==> config.mk <==
export PLATFORM = sky130hd
export DESIGN_NAME = fetch_stage
export DESIGN_NICKNAME = d
export VERILOG_FILES = /design/src/rtl/fetch_stage_pkg.sv /design/src/rtl/fetch_queue.sv /design/src/rtl/fetch_stage.sv
export SDC_FILE = /design/constraint.sdc
export NUM_CORES = 1
export LEC_CHECK = 0
export ABC_AREA = 1
export CAP_MARGIN = 0
export CORE_MARGIN = 2
export CORE_UTILIZATION = 54
export DETAILED_ROUTE_END_ITERATION = 10
export PLACE_DENSITY = 0.95
export SLEW_MARGIN = 5
export SYNTH_ARGS = -nofsm -noshare
export SYNTH_HDL_FRONTEND = slang
export SYNTH_SLANG_ARGS = --single-unit
==> constraint.sdc <==
create_clock -name clock -period 11.4 [get_ports clock]
set_input_delay 2.28 -clock clock [delete_from_list [all_inputs] [get_ports clock]]
set_output_delay 2.28 -clock clock [all_outputs]
set_load 0.01 [all_outputs]
==> src/rtl/fetch_stage_pkg.sv <==
// Shared constants and helpers for the pd5 fetch stage.
// Optional misaligned-redirect trap is selected with FETCH_MISALIGN_TRAP_EN (see fetch_stage.sv).
package fetch_stage_pkg;

  localparam logic [31:0] FETCH_RESET_PC = 32'h0100_0000;
  localparam int          INSN_W         = 32;
  localparam logic [31:0] NOP_INSN       = 32'h0000_0013;
  localparam int          ENTRY_W        = 32 + INSN_W;

  // Queue entry layout: {pc, insn}
  function automatic logic [ENTRY_W-1:0] pack_entry(input logic [31:0] pc,
                                                    input logic [INSN_W-1:0] insn);
    return {pc, insn};
  endfunction

endpackage

==> src/rtl/fetch_queue.sv <==
// Circular instruction queue of {pc, insn} entries with push, pop and flush.
// Head outputs read as zero whenever the queue is empty.
module fetch_queue
  import fetch_stage_pkg::*;
#(
  parameter int DEPTH = 2
) (
  input  logic                        clock,
  input  logic                        reset,
  input  logic                        push,
  input  logic                        pop,
  input  logic                        flush,
  input  logic [ENTRY_W-1:0]          wr_data,
  output logic [ENTRY_W-1:0]          head_data,
  output logic [$clog2(DEPTH):0]      count
);

  localparam int PW = $clog2(DEPTH);
  localparam int CW = PW + 1;

  logic [ENTRY_W-1:0] mem [DEPTH];
  logic [PW-1:0]      rd_ptr;
  logic [PW-1:0]      wr_ptr;

  // DEPTH is a power of two, so pointers wrap by natural overflow.
  always_ff @(posedge clock or posedge reset) begin
    if (reset) begin
      rd_ptr <= '0;
      wr_ptr <= '0;
      count  <= '0;
    end else if (flush) begin
      rd_ptr <= wr_ptr;
      count  <= '0;
    end else begin
      if (push) wr_ptr <= wr_ptr + 1'b1;
      if (pop)  rd_ptr <= rd_ptr + 1'b1;
      count <= count + CW'(push) - CW'(pop);
    end
  end

  always_ff @(posedge clock) begin
    if (push && !flush) mem[wr_ptr] <= wr_data;
  end

  assign head_data = (count != '0) ? mem[rd_ptr] : '0;

endmodule

==> src/rtl/fetch_stage.sv <==
// pd5 instruction-fetch stage: owns the PC, reads imem combinationally, queues {pc,insn} for decode.
// Define FETCH_MISALIGN_TRAP_EN to trap (sticky misalign + halt) on redirects with target[1:0] != 0.
module fetch_stage
  import fetch_stage_pkg::*;
#(
  parameter logic [31:0] RESET_PC    = FETCH_RESET_PC,
  parameter int          QUEUE_DEPTH = 2
) (
  input  logic                          clock,
  input  logic                          reset,
  output logic [31:0]                   imem_addr,
  output logic                          imem_rw,
  input  logic [31:0]                   imem_rdata,
  input  logic                          redirect_valid,
  input  logic [31:0]                   redirect_pc,
  input  logic                          dec_ready,
  output logic                          dec_valid,
  output logic [31:0]                   dec_pc,
  output logic [31:0]                   dec_insn,
  output logic [$clog2(QUEUE_DEPTH):0]  queue_count,
  output logic                          misalign
);

  localparam int CW = $clog2(QUEUE_DEPTH) + 1;

  // Handshake: an entry transfers to decode on a cycle where dec_valid && dec_ready;
  // a redirect in the same cycle masks dec_valid, so nothing transfers then.
  logic               pc_valid_unused;
  logic [31:0]        pc;
  logic               halted;
  logic               pop;
  logic               push_en;
  logic [CW-1:0]      count;
  logic [ENTRY_W-1:0] head;

  assign pc_valid_unused = ^redirect_pc[1:0];

  assign dec_valid = (count != '0) && !redirect_valid;
  assign pop       = dec_valid && dec_ready;
  assign push_en   = !redirect_valid && !halted && ((count < CW'(QUEUE_DEPTH)) || pop);

`ifdef FETCH_MISALIGN_TRAP_EN
  always_ff @(posedge clock or posedge reset) begin
    if (reset) begin
      pc       <= RESET_PC;
      misalign <= 1'b0;
      halted   <= 1'b0;
    end else if (redirect_valid) begin
      pc <= redirect_pc;
      if (redirect_pc[1:0] != 2'b00) begin
        misalign <= 1'b1;
        halted   <= 1'b1;
      end
    end else if (push_en) begin
      pc <= pc + 32'd4;
    end
  end
`else
  assign misalign = 1'b0;
  assign halted   = 1'b0;

  always_ff @(posedge clock or posedge reset) begin
    if (reset) begin
      pc <= RESET_PC;
    end else if (redirect_valid) begin
      pc <= {redirect_pc[31:2], 2'b00};
    end else if (push_en) begin
      pc <= pc + 32'd4;
    end
  end
`endif

  fetch_queue #(
    .DEPTH (QUEUE_DEPTH)
  ) u_queue (
    .clock     (clock),
    .reset     (reset),
    .push      (push_en),
    .pop       (pop),
    .flush     (redirect_valid),
    .wr_data   (pack_entry(pc, imem_rdata)),
    .head_data (head),
    .count     (count)
  );

  assign imem_addr   = pc;
  assign imem_rw     = 1'b0;
  assign dec_pc      = head[ENTRY_W-1:INSN_W];
  assign dec_insn    = head[INSN_W-1:0];
  assign queue_count = count;

endmodule
* After elaboration in Yosys (flattened, before gate mapping)
Memories as Yosys holds them, arrays and structs flattened.
Cells that the tools add are included.
** Word-level totals
- Logic and storage cells :: 30
- Output and inout port bits :: 101
- Bits of input ports :: 68
- Flip-flop bits (word level) :: 36
- Memories kept :: 1
- RAM bits :: 128
** Memory list
- u_queue.mem :: words 2, width 64, read ports 1, clocked after Yosys merged registers in 0, write ports 1, line fetch_queue.sv:21 : logic [ENTRY_W-1:0] mem [DEPTH];
** Cells by class
- Multiplexer cells :: 8
- Reductions and logical operators :: 10
- Bitwise gates (word level) :: 1
- Magnitude comparators :: 1
- $add $sub $neg :: 5
** Operators with widths (count)
- $mux W32 :: 2
- $mux W64 :: 1
- $add A32 B3 Y32 const B :: 1
- $reduce_bool A2 Y1 :: 3
- $logic_and A1 B1 Y1 :: 4
- $mux W1 :: 4
- $add A1 B1 Y1 const B :: 2
- $add A2 B1 Y2 :: 1
- $lt A2 B2 Y1 const B :: 1
- $mux W2 :: 1
- $reduce_and A2 Y1 :: 1
- $sub A2 B1 Y2 :: 1
- $logic_not A1 Y1 :: 1
- $logic_or A1 B1 Y1 :: 1
- $not A1 Y1 :: 1

* Longest topological paths before layout
Gate-level depths: netlist of run 1.
- Depth after elaboration :: 8
- Mapped depth :: 11
- Depth with buffers taken out :: 10

* Modules after synthesis
From an unflattened synthesis of run 1, not the netlist that was laid out.
** Second synthesis, totals
- Cell total of the unflattened synthesis :: 727
- Area total of the unflattened synthesis :: 7233.2 um^2
** By module, submodules not included
- fetch_queue :: cells each 373, times used 1, area each 5036.1 um^2
- fetch_stage :: cells each 354, times used 1, area each 2197.1 um^2

* Least setup slack after synthesis of run 1
OpenSTA, ideal clock, no wires.
- Kind :: input port to flip-flop
- From :: input redirect_valid
- To :: memory u_queue.mem[1][0] (netlist name) (enable)
- Path slack :: 5.444 ns
- Arrival time :: 5.471 ns
- Path buffers :: 1
- Required time :: 10.915 ns
- Library setup time :: 0.485 ns
- Stages :: 6
- Path through :: buf_6 -> inv_6 -> nand3_4 -> nand2_4 -> nand2_4 -> nor2_1
** On the way
- Longest elaborated chain between the ends :: 8
** RTL lines
- start: declaration :: line fetch_stage.sv:14 : input logic redirect_valid,
- $logic_not A1 Y1 * :: line fetch_queue.sv:42, fetch_stage.sv:38, fetch_stage.sv:40
- $logic_and A1 B1 Y1 :: line fetch_stage.sv:38 : assign dec_valid = (count != '0) && !redirect_valid;
- $logic_and A1 B1 Y1 :: line fetch_stage.sv:39 : assign pop = dec_valid && dec_ready;
- $logic_or A1 B1 Y1 :: line fetch_stage.sv:40 : assign push_en = !redirect_valid && !halted && ((count < CW'(QUEUE_DEPTH)) || pop);
- $logic_and A1 B1 Y1 :: line fetch_stage.sv:40
- $logic_and A1 B1 Y1 * :: line fetch_queue.sv:42 : if (push && !flush) mem[wr_ptr] <= wr_data;
- $mux W1 * :: line fetch_queue.sv:42
- $mux W1 (not written as such) * :: line fetch_queue.sv:42
- end: declaration :: line fetch_queue.sv:21
Mark *: on every way between the ends. The rest lies on a longest branch, timed or not.

* Worst setup path in the final report of run 1
- From :: input redirect_valid
- To :: output dec_valid
** On the way
- Longest elaborated chain between the ends :: 2
** RTL lines
- $logic_not A1 Y1 :: line fetch_stage.sv:38
- $logic_and A1 B1 Y1 :: line fetch_stage.sv:38
- end: declaration :: line fetch_stage.sv:17 : output logic dec_valid,
No other way between the ends.

==> results of run 1 <==
[cell usage in the layout (no fill, tap or decap), types with 4 or more instances in the layout]
| cell type | netlist | routed |
|---|---|---|
| nor2_2 | 4 | 4 |
| inv_1 | 46 | 46 |
| buf_4 | 6 | 6 |
| o211ai_1 | 5 | 5 |
| o21ai_0 | 17 | 17 |
| clkbuf_16 | 0 | 17 |
| nand2_1 | 252 | 252 |
| inv_2 | 4 | 4 |
| conb_1 | 1 | 6 |
| nor2_1 | 51 | 49 |
| a21oi_1 | 67 | 67 |
| clkbuf_1 | 19 | 5 |
| nand3_1 | 38 | 38 |
| xor2_1 | 5 | 5 |
| edfxtp_1 | 124 | 124 |
| dfrtp_1 | 33 | 32 |
| clkdlybuf4s50_1 | 0 | 160 |
| nand4_1 | 4 | 4 |
[registers in the layout, summed over array words and instances, names as in the netlist]
| signal | cells |
|---|---|
| u_queue.wr_ptr | 1 |
| imem_addr | 30 |
| u_queue.mem | 124 |
| u_queue.count | 2 |
| u_queue.rd_ptr | 1 |
[power breakdown]
| part | internal, mW | switching, mW |
|---|---|---|
| sequential | 0.807 | 0.102 |
| clock | 0.339 | 0.209 |
| combinational | 0.358 | 0.467 |
[kinds of logic (layout without fill, tap and decap cells)]
logic type,after synthesis,in the layout,synth area share
adders and majority gates,3,3,0.005226
and+or+nand+nor,367,367,0.2123
buffers and inverters,88,251,0.05887
DFF,158,158,0.6370
xor gates and xnor gates,8,8,0.009755
other,1,6,0.0005221
AOI/OAI and AO/OA,101,101,0.07629
[Yosys cell counts, types with 4 or more instances]
master,instances
inv_2,4
xor2_1,5
nand4_1,4
edfxtp_1,124
o21ai_0,17
clkbuf_1,19
inv_1,46
o211ai_1,5
nand3_1,38
nand2_1,252
nor2_1,51
a21oi_1,67
buf_4,6
dfrtp_1,33
nor2_2,4
[path summary, 6_finish.rpt]
check,to,slack [ns],depth (start not counted)
max,dec_valid,5.39,4
min,u_queue.mem[0][35],0.56,0
max reg2reg,u_queue.mem[1][48],9.06,7
min reg2reg,u_queue.mem[0][35],0.56,0
max in group asynchronous,imem_addr[24],8.77,3
min in group asynchronous,imem_addr[6],2.26,3
[layer usage]
| metal | vias up | global-route usage | share of wire |
|---|---|---|---|
| met1 | 2718 | 0.3176 | 0.40 |
| met5 | - | 0 | 0 |
| met4 | 0 | 0.09706 | 0.024 |
| met3 | 42 | 0.06274 | 0.085 |
| li1 | 2727 | - | - |
| met2 | 287 | 0.4206 | 0.49 |
[area by class of cell]
cell class                      instances  area [um^2]
Sequential cell                       158         4577
Fill cell                             911         3689
Multi-Input combinational cell        485         2218
Timing Repair Buffer                  166         1647
Clock buffer                           25        485.5
Tap cell                              176        220.2
Inverter                               53        211.5
Clock inverter                          7        90.09
==> results.ini, run 1 <==
[yosys]
syn_area_um2 = 7183
synthCells = 726
synthTopCellsByArea = edfxtp_1, nand2_1, dfrtp_1
synth_enable_flop_cells = 124
synth_area_leader_cell = edfxtp_1
synth-seq-cells = 158
syn_avg_cell_area_um2 = 9.894
synthFlopType = edfxtp_1
synth_top_area_frac = 0.5184
synth_seq_area_share = 0.6370
yosysWarnings = 0
async_reset_ff_frac = 0.2152
synth_cell_types = 42

[floorplan]
core_area_um2 = 13140
fp.dieH_um = 119.3
rows = 42
start_util = 0.5468
die_area_um2 = 14240
pin_count = 169
die_x_um = 119.3

[setup_path]
crit_type = primary input to output pin
critPathBufInv = 3
arrival_ns = 3.73
slowest_stage = clkdlybuf4s50_1
crit_required_ns = 9.12
crit_path_start_kind = primary input
cp_max_fo = 33
crit_start = redirect_valid
path_common_cell = clkdlybuf4s50_1
path_cells = clkdlybuf4s50_1 -> buf_4 -> nor2_1 -> clkdlybuf4s50_1
end_kind = output pin
cpPeakStageDelay_ns = 0.51
worstReg2RegStart = u_queue.count[1]
path_delay_family = buffers and inverters

[min_path]
hp-class = flip-flop to flip-flop
min_from = imem_addr[3]

[timing]
period_share = 0.5274
slew_headroom = 0.2536
hold_violations = 0
rsz0062_at_grt = no
hold_slack_ns = 0.5577
worst_slack_ns = 5.387
tns_ns = 0
tightestPinTransition_ns = 1.118
skew_ns = 0.007446
slew_viol_final = 0
period_needed_ns = 6.013
fmax_mhz = 166.3
finalSetupViolations = 0

[route]
drt_iter0_drc = 582
drtPass1Iterations = 5
totalWireLength_um = 17280
vias = 5774
drc = 0
drt.antenna.violating_nets = 0
vias_per_cell = 5.396
wl_per_cell_um = 16.15

[clock_network]
cts_tree = built
htree_num_levels = 4
clkTransAtPathRegs_ns = 0.06
cts_buffers = 17
post_cts_resized = 0
clock-sinks = 158
clock_latency_ns = 0.42
post_cts_buffers = 0
clockRootBuffer = clkbuf_16
cts_hold_buf = 0
clock_path_buffers = 2

[power]
power.leakage_nw = 3.674
total_power_mw = 2.282
peakVddDrop_uv = 136.0
cellPowerDensity_nw_per_um2 = 241.5

[final_layout]
antenna_cells = 0
fin_util = 0.7192
design_area_um2 = 9449
nets = 952
stdcell_count = 1070
layout-drive-gt1-share = 0.06935
areaGrowthSynthToFinish_pct = 31.54

[global_route]
grt_antenna_before_repair = 0
grt_pass1_wl_um = 27540
first_global_vias = 5526
overflow = 0
grt_max_degree = 65
grt_use_total = 0.2516

[run]
cap_violations = 0

[placed_design]
dp.cells = 1038
hpwl_um = 10900
gp_congestion = 0.9497
portBuffers = 160
pre_cts_ws_ns = 5.394
placed_area_um2 = 8874

[run_status]
status = finished, final reports clean

Power figures use the tool's default switching activity.
==> run 2: changes to the inputs <==
CORE_UTILIZATION = 45   (was 54)
PLACE_DENSITY = 0.87   (was 0.95)
clock period = 5.1 ns   (was 11.4 ns; I/O delays follow)
==> results.ini, run 2 (synthesis gave the netlist of run 1 again) <==
[placed_design]
gp_congestion = 0.9159
portBuffers = 160
hpwl_um = 11210

[run_status]
status = finished, final reports clean

[floorplan]
rows = 46
die_x_um = 130.3
start_util = 0.4555
fp.dieH_um = 130.3
core_area_um2 = 15770
pin_count = 169
die_area_um2 = 16990

[timing]
hold_violations = 0
tightestPinTransition_ns = 1.142
slew_headroom = 0.2374
period_needed_ns = 3.615
fmax_mhz = 276.6
skew_ns = 0.01071
rsz0062_at_grt = no
tns_ns = 0
finalSetupViolations = 0
slew_viol_final = 0
period_share = 0.7088

[run]
cap_violations = 0

[power]
cellPowerDensity_nw_per_um2 = 536.1
peakVddDrop_uv = 404.0
total_power_mw = 5.100
power.leakage_nw = 3.678

[route]
vias_per_cell = 5.123
drtPass1Iterations = 6
wl_per_cell_um = 15.49
drt_iter0_drc = 469
vias = 5687
totalWireLength_um = 17190
drt.antenna.violating_nets = 0
drc = 0

[clock_network]
clock_path_buffers = 2
htree_num_levels = 4
cts_hold_buf = 0
clock_latency_ns = 0.42
clockRootBuffer = clkbuf_16
cts_tree = built
cts_buffers = 17
post_cts_buffers = 0
clock-sinks = 158
post_cts_resized = 0
clkTransAtPathRegs_ns = 0.06

[global_route]
grt_pass1_wl_um = 25940
first_global_vias = 5265
grt_use_total = 0.2012
grt_max_degree = 64
grt_antenna_before_repair = 0
overflow = 0

[final_layout]
antenna_cells = 0
layout-drive-gt1-share = 0.06823
fin_util = 0.6032
final_common_cell = nand2_1
final_cell_mix = nand2_1, clkdlybuf4s50_1, edfxtp_1
areaGrowthSynthToFinish_pct = 32.43
largest_reg_flops = 124
top_register = u_queue.mem
nets = 952

[min_path]
min_path_cells = 0
hp-class = flip-flop to flip-flop

[setup_path]
crit_path_start_kind = flip-flop
cp_max_fo = 62
rr_worst_depth = 7
end_kind = output pin
arrival_ns = 2.59
crit_required_ns = 4.08
crit_type = flip-flop to output pin

==> run 2: final cells by class <==
| cell class | instances | area [um^2] |
|---|---|---|
| Tap cell | 216 | 270.3 |
| Clock buffer | 28 | 539.3 |
| Timing Repair Buffer | 166 | 1647 |
| Inverter | 53 | 211.5 |
| Fill cell | 1267 | 6257 |
| Clock inverter | 4 | 50.05 |
| Multi-Input combinational cell | 485 | 2218 |
| Sequential cell | 158 | 4577 |
==> run 2: through the flow <==
stage,instance area (um^2),hold slack (ns),setup slack [ns],std cells
floorplan,7202,0.5084,0.4039,731
global placement,8924,0.5497,1.468,1078
detailed placement,8924,0.5609,1.427,1078
CTS,9513,0.5777,1.433,1110
global route,9513,0.6024,1.322,1110
finish,9513,0.5698,1.485,1110
==> run 2: final timing paths <==
path | slack (ns) | start | end
min reg2reg | 0.57 | imem_addr[22] | u_queue.mem[1][54]
min in group asynchronous | 1.00 | reset | u_queue.count[0]
max reg2reg | 2.76 | u_queue.count[1] | u_queue.mem[1][12]
max in group asynchronous | 3.73 | reset | imem_addr[24]
max | 1.49 | u_queue.rd_ptr | dec_insn[11]
min | 0.57 | imem_addr[22] | u_queue.mem[1][54]
==> run 2: routing by layer <==
layer	vias up	track usage	wire length [um]
li1	2724	-	-
met5	-	0	0
met3	47	0.05617	1515
met1	2652	0.2562	6946
met2	264	0.3323	8322
met4	0	0.07196	409
==> run 2: report_power, final <==
part	internal (mW)	switching [mW]
Clock	0.769	0.462
Combinational	0.799	1.03
Sequential	1.80	0.235
Total	3.37	1.73
==> run 2: critical path, cell delays in order, from the launching register on <==
cell and delay (ns):
dfrtp_2 0.41, inv_2 0.77, nand2_1 0.16, a21oi_1 0.22, clkdlybuf4s50_1 0.57
==> run 3: changes to the inputs <==
CORE_UTILIZATION = 50   (was 45)
PLACE_DENSITY = 0.91   (was 0.87)
clock period = 3.6 ns   (was 5.1 ns; I/O delays follow)
==> results.ini, run 3 (synthesis gave the netlist of run 1 again) <==
[final_layout]
areaGrowthSynthToFinish_pct = 32.28
largest_reg_flops = 124
top_register = u_queue.mem
final_cell_mix = nand2_1, clkdlybuf4s50_1, edfxtp_1
n_fill_cell = 1061
design_area_um2 = 9502
nets = 956
antenna_cells = 0
final_common_cell = nand2_1
layout-drive-gt1-share = 0.07238
fin_util = 0.6819

[placed_design]
placed_area_um2 = 8921
gp_congestion = 0.9244
portBuffers = 160
hpwl_um = 11690

[global_route]
first_global_vias = 5424
grt_use_total = 0.2369
grt_antenna_before_repair = 0
grt_pass1_wl_um = 27210
grt_max_degree = 64
overflow = 0

[min_path]
min_from = imem_addr[3]
hold_path_end = u_queue.mem[0][35]
hp-class = flip-flop to flip-flop
min_path_cells = 0

[route]
drc = 0
vias = 5740
wl_per_cell_um = 16.20
drtPass1Iterations = 5
drt_iter0_drc = 500
vias_per_cell = 5.325
totalWireLength_um = 17470
drt.antenna.violating_nets = 0

[power]
power.leakage_nw = 3.703
cellPowerDensity_nw_per_um2 = 763.7
peakVddDrop_uv = 411.6

[floorplan]
fp.dieH_um = 123.9
core_area_um2 = 13930
pin_count = 169
start_util = 0.5155
die_area_um2 = 15340
die_x_um = 123.9
rows = 43

[setup_path]
path_cells = buf_4 -> nand2_1 -> a21oi_1 -> clkdlybuf4s50_1
crit_required_ns = 2.88
r2r-end = u_queue.mem[0][2]
cpPeakStageDelay_ns = 0.58
cp.depth = 4
path_delay_family = buffers and inverters
rr_worst_depth = 7
cp_max_fo = 63
rrSetupSlack_ns = 1.60
crit_path_start_kind = flip-flop
end_kind = output pin
worstReg2RegStart = u_queue.count[1]
crit_type = flip-flop to output pin
critPathBufInv = 2
arrival_ns = 2.34
slowest_stage = clkdlybuf4s50_1

[clock_network]
cts_buffers = 17
cts_tree = built
clkTransAtPathRegs_ns = 0.06
post_cts_buffers = 0
htree_num_levels = 4
cts_hold_buf = 0
clockRootBuffer = clkbuf_16
post_cts_resized = 0
clock_latency_ns = 0.42
clock_path_buffers = 2
clock-sinks = 158

[timing]
hold_violations = 0
fmax_mhz = 326.3
skew_ns = 0.006706
hold_slack_ns = 0.5707
rsz0062_at_grt = no
finalSetupViolations = 0
tightestPinTransition_ns = 0.7125
slew_viol_final = 0
tns_ns = 0
period_share = 0.8513
slew_headroom = 0.5250
period_needed_ns = 3.065

[run_status]
status = finished, final reports clean

[run]
cap_violations = 0

==> run 3: cell count changes in the layout (fill, tap and decap cells not counted), sizes merged <==
cell and delta:
buf +4, clkbuf -3, clkinv +3, bufinv +1
clkinvlp -1
==> run 3: final cells by class <==
class	instances	area, um^2	share of cell area
clock buffers	25	495.5	0.05215
clock inverters	7	85.08	0.008954
inverters	53	211.5	0.02225
multi-input cells	485	2218	0.2335
flip-flops and latches	158	4577	0.4817
well taps	180	225.2	0.02370
repair buffers	170	1689	0.1778
==> run 3: worst max path at each step <==
stage	slack, ns	start	end
2_1_floorplan	0.27	redirect_valid	u_queue.mem[1][0]
3_3_place_gp	0.72	redirect_valid	u_queue.mem[0][7]
5_1_grt	0.39	u_queue.rd_ptr	dec_pc[11]
3_5_place_dp	0.67	redirect_valid	u_queue.mem[0][7]
4_1_cts	0.52	u_queue.count[1]	dec_insn[5]
6_report	0.54	u_queue.rd_ptr	dec_insn[5]
==> run 3: per-layer routing <==
metal  up-vias  wire length [um]  GRT usage
met3        31              1512    0.06502
li1       2733                 -          -
met2       275              8572     0.3908
met5         -                 0          0
met4         0               396    0.09588
met1      2701              6983     0.2968
==> run 3: where the power goes <==
part / switching [mW] / leakage (nW) / internal, mW / total (mW)
Sequential: 0.326 / 1.56 / 2.55 / 2.88
Clock: 0.652 / 0.282 / 1.09 / 1.74
Combinational: 1.48 / 1.86 / 1.16 / 2.64
==> run 3: through the flow <==
| step | worst slack [ns] | std cells | total power [mW] |
|---|---|---|---|
| after floorplan | 0.2691 | 731 | 4.187 |
| after global placement | 0.7176 | 1046 | 5.467 |
| after detailed placement | 0.6700 | 1046 | 5.557 |
| after CTS | 0.5206 | 1078 | 7.308 |
| after global routing | 0.3870 | 1078 | 7.673 |
| final | 0.5353 | 1078 | 7.257 |
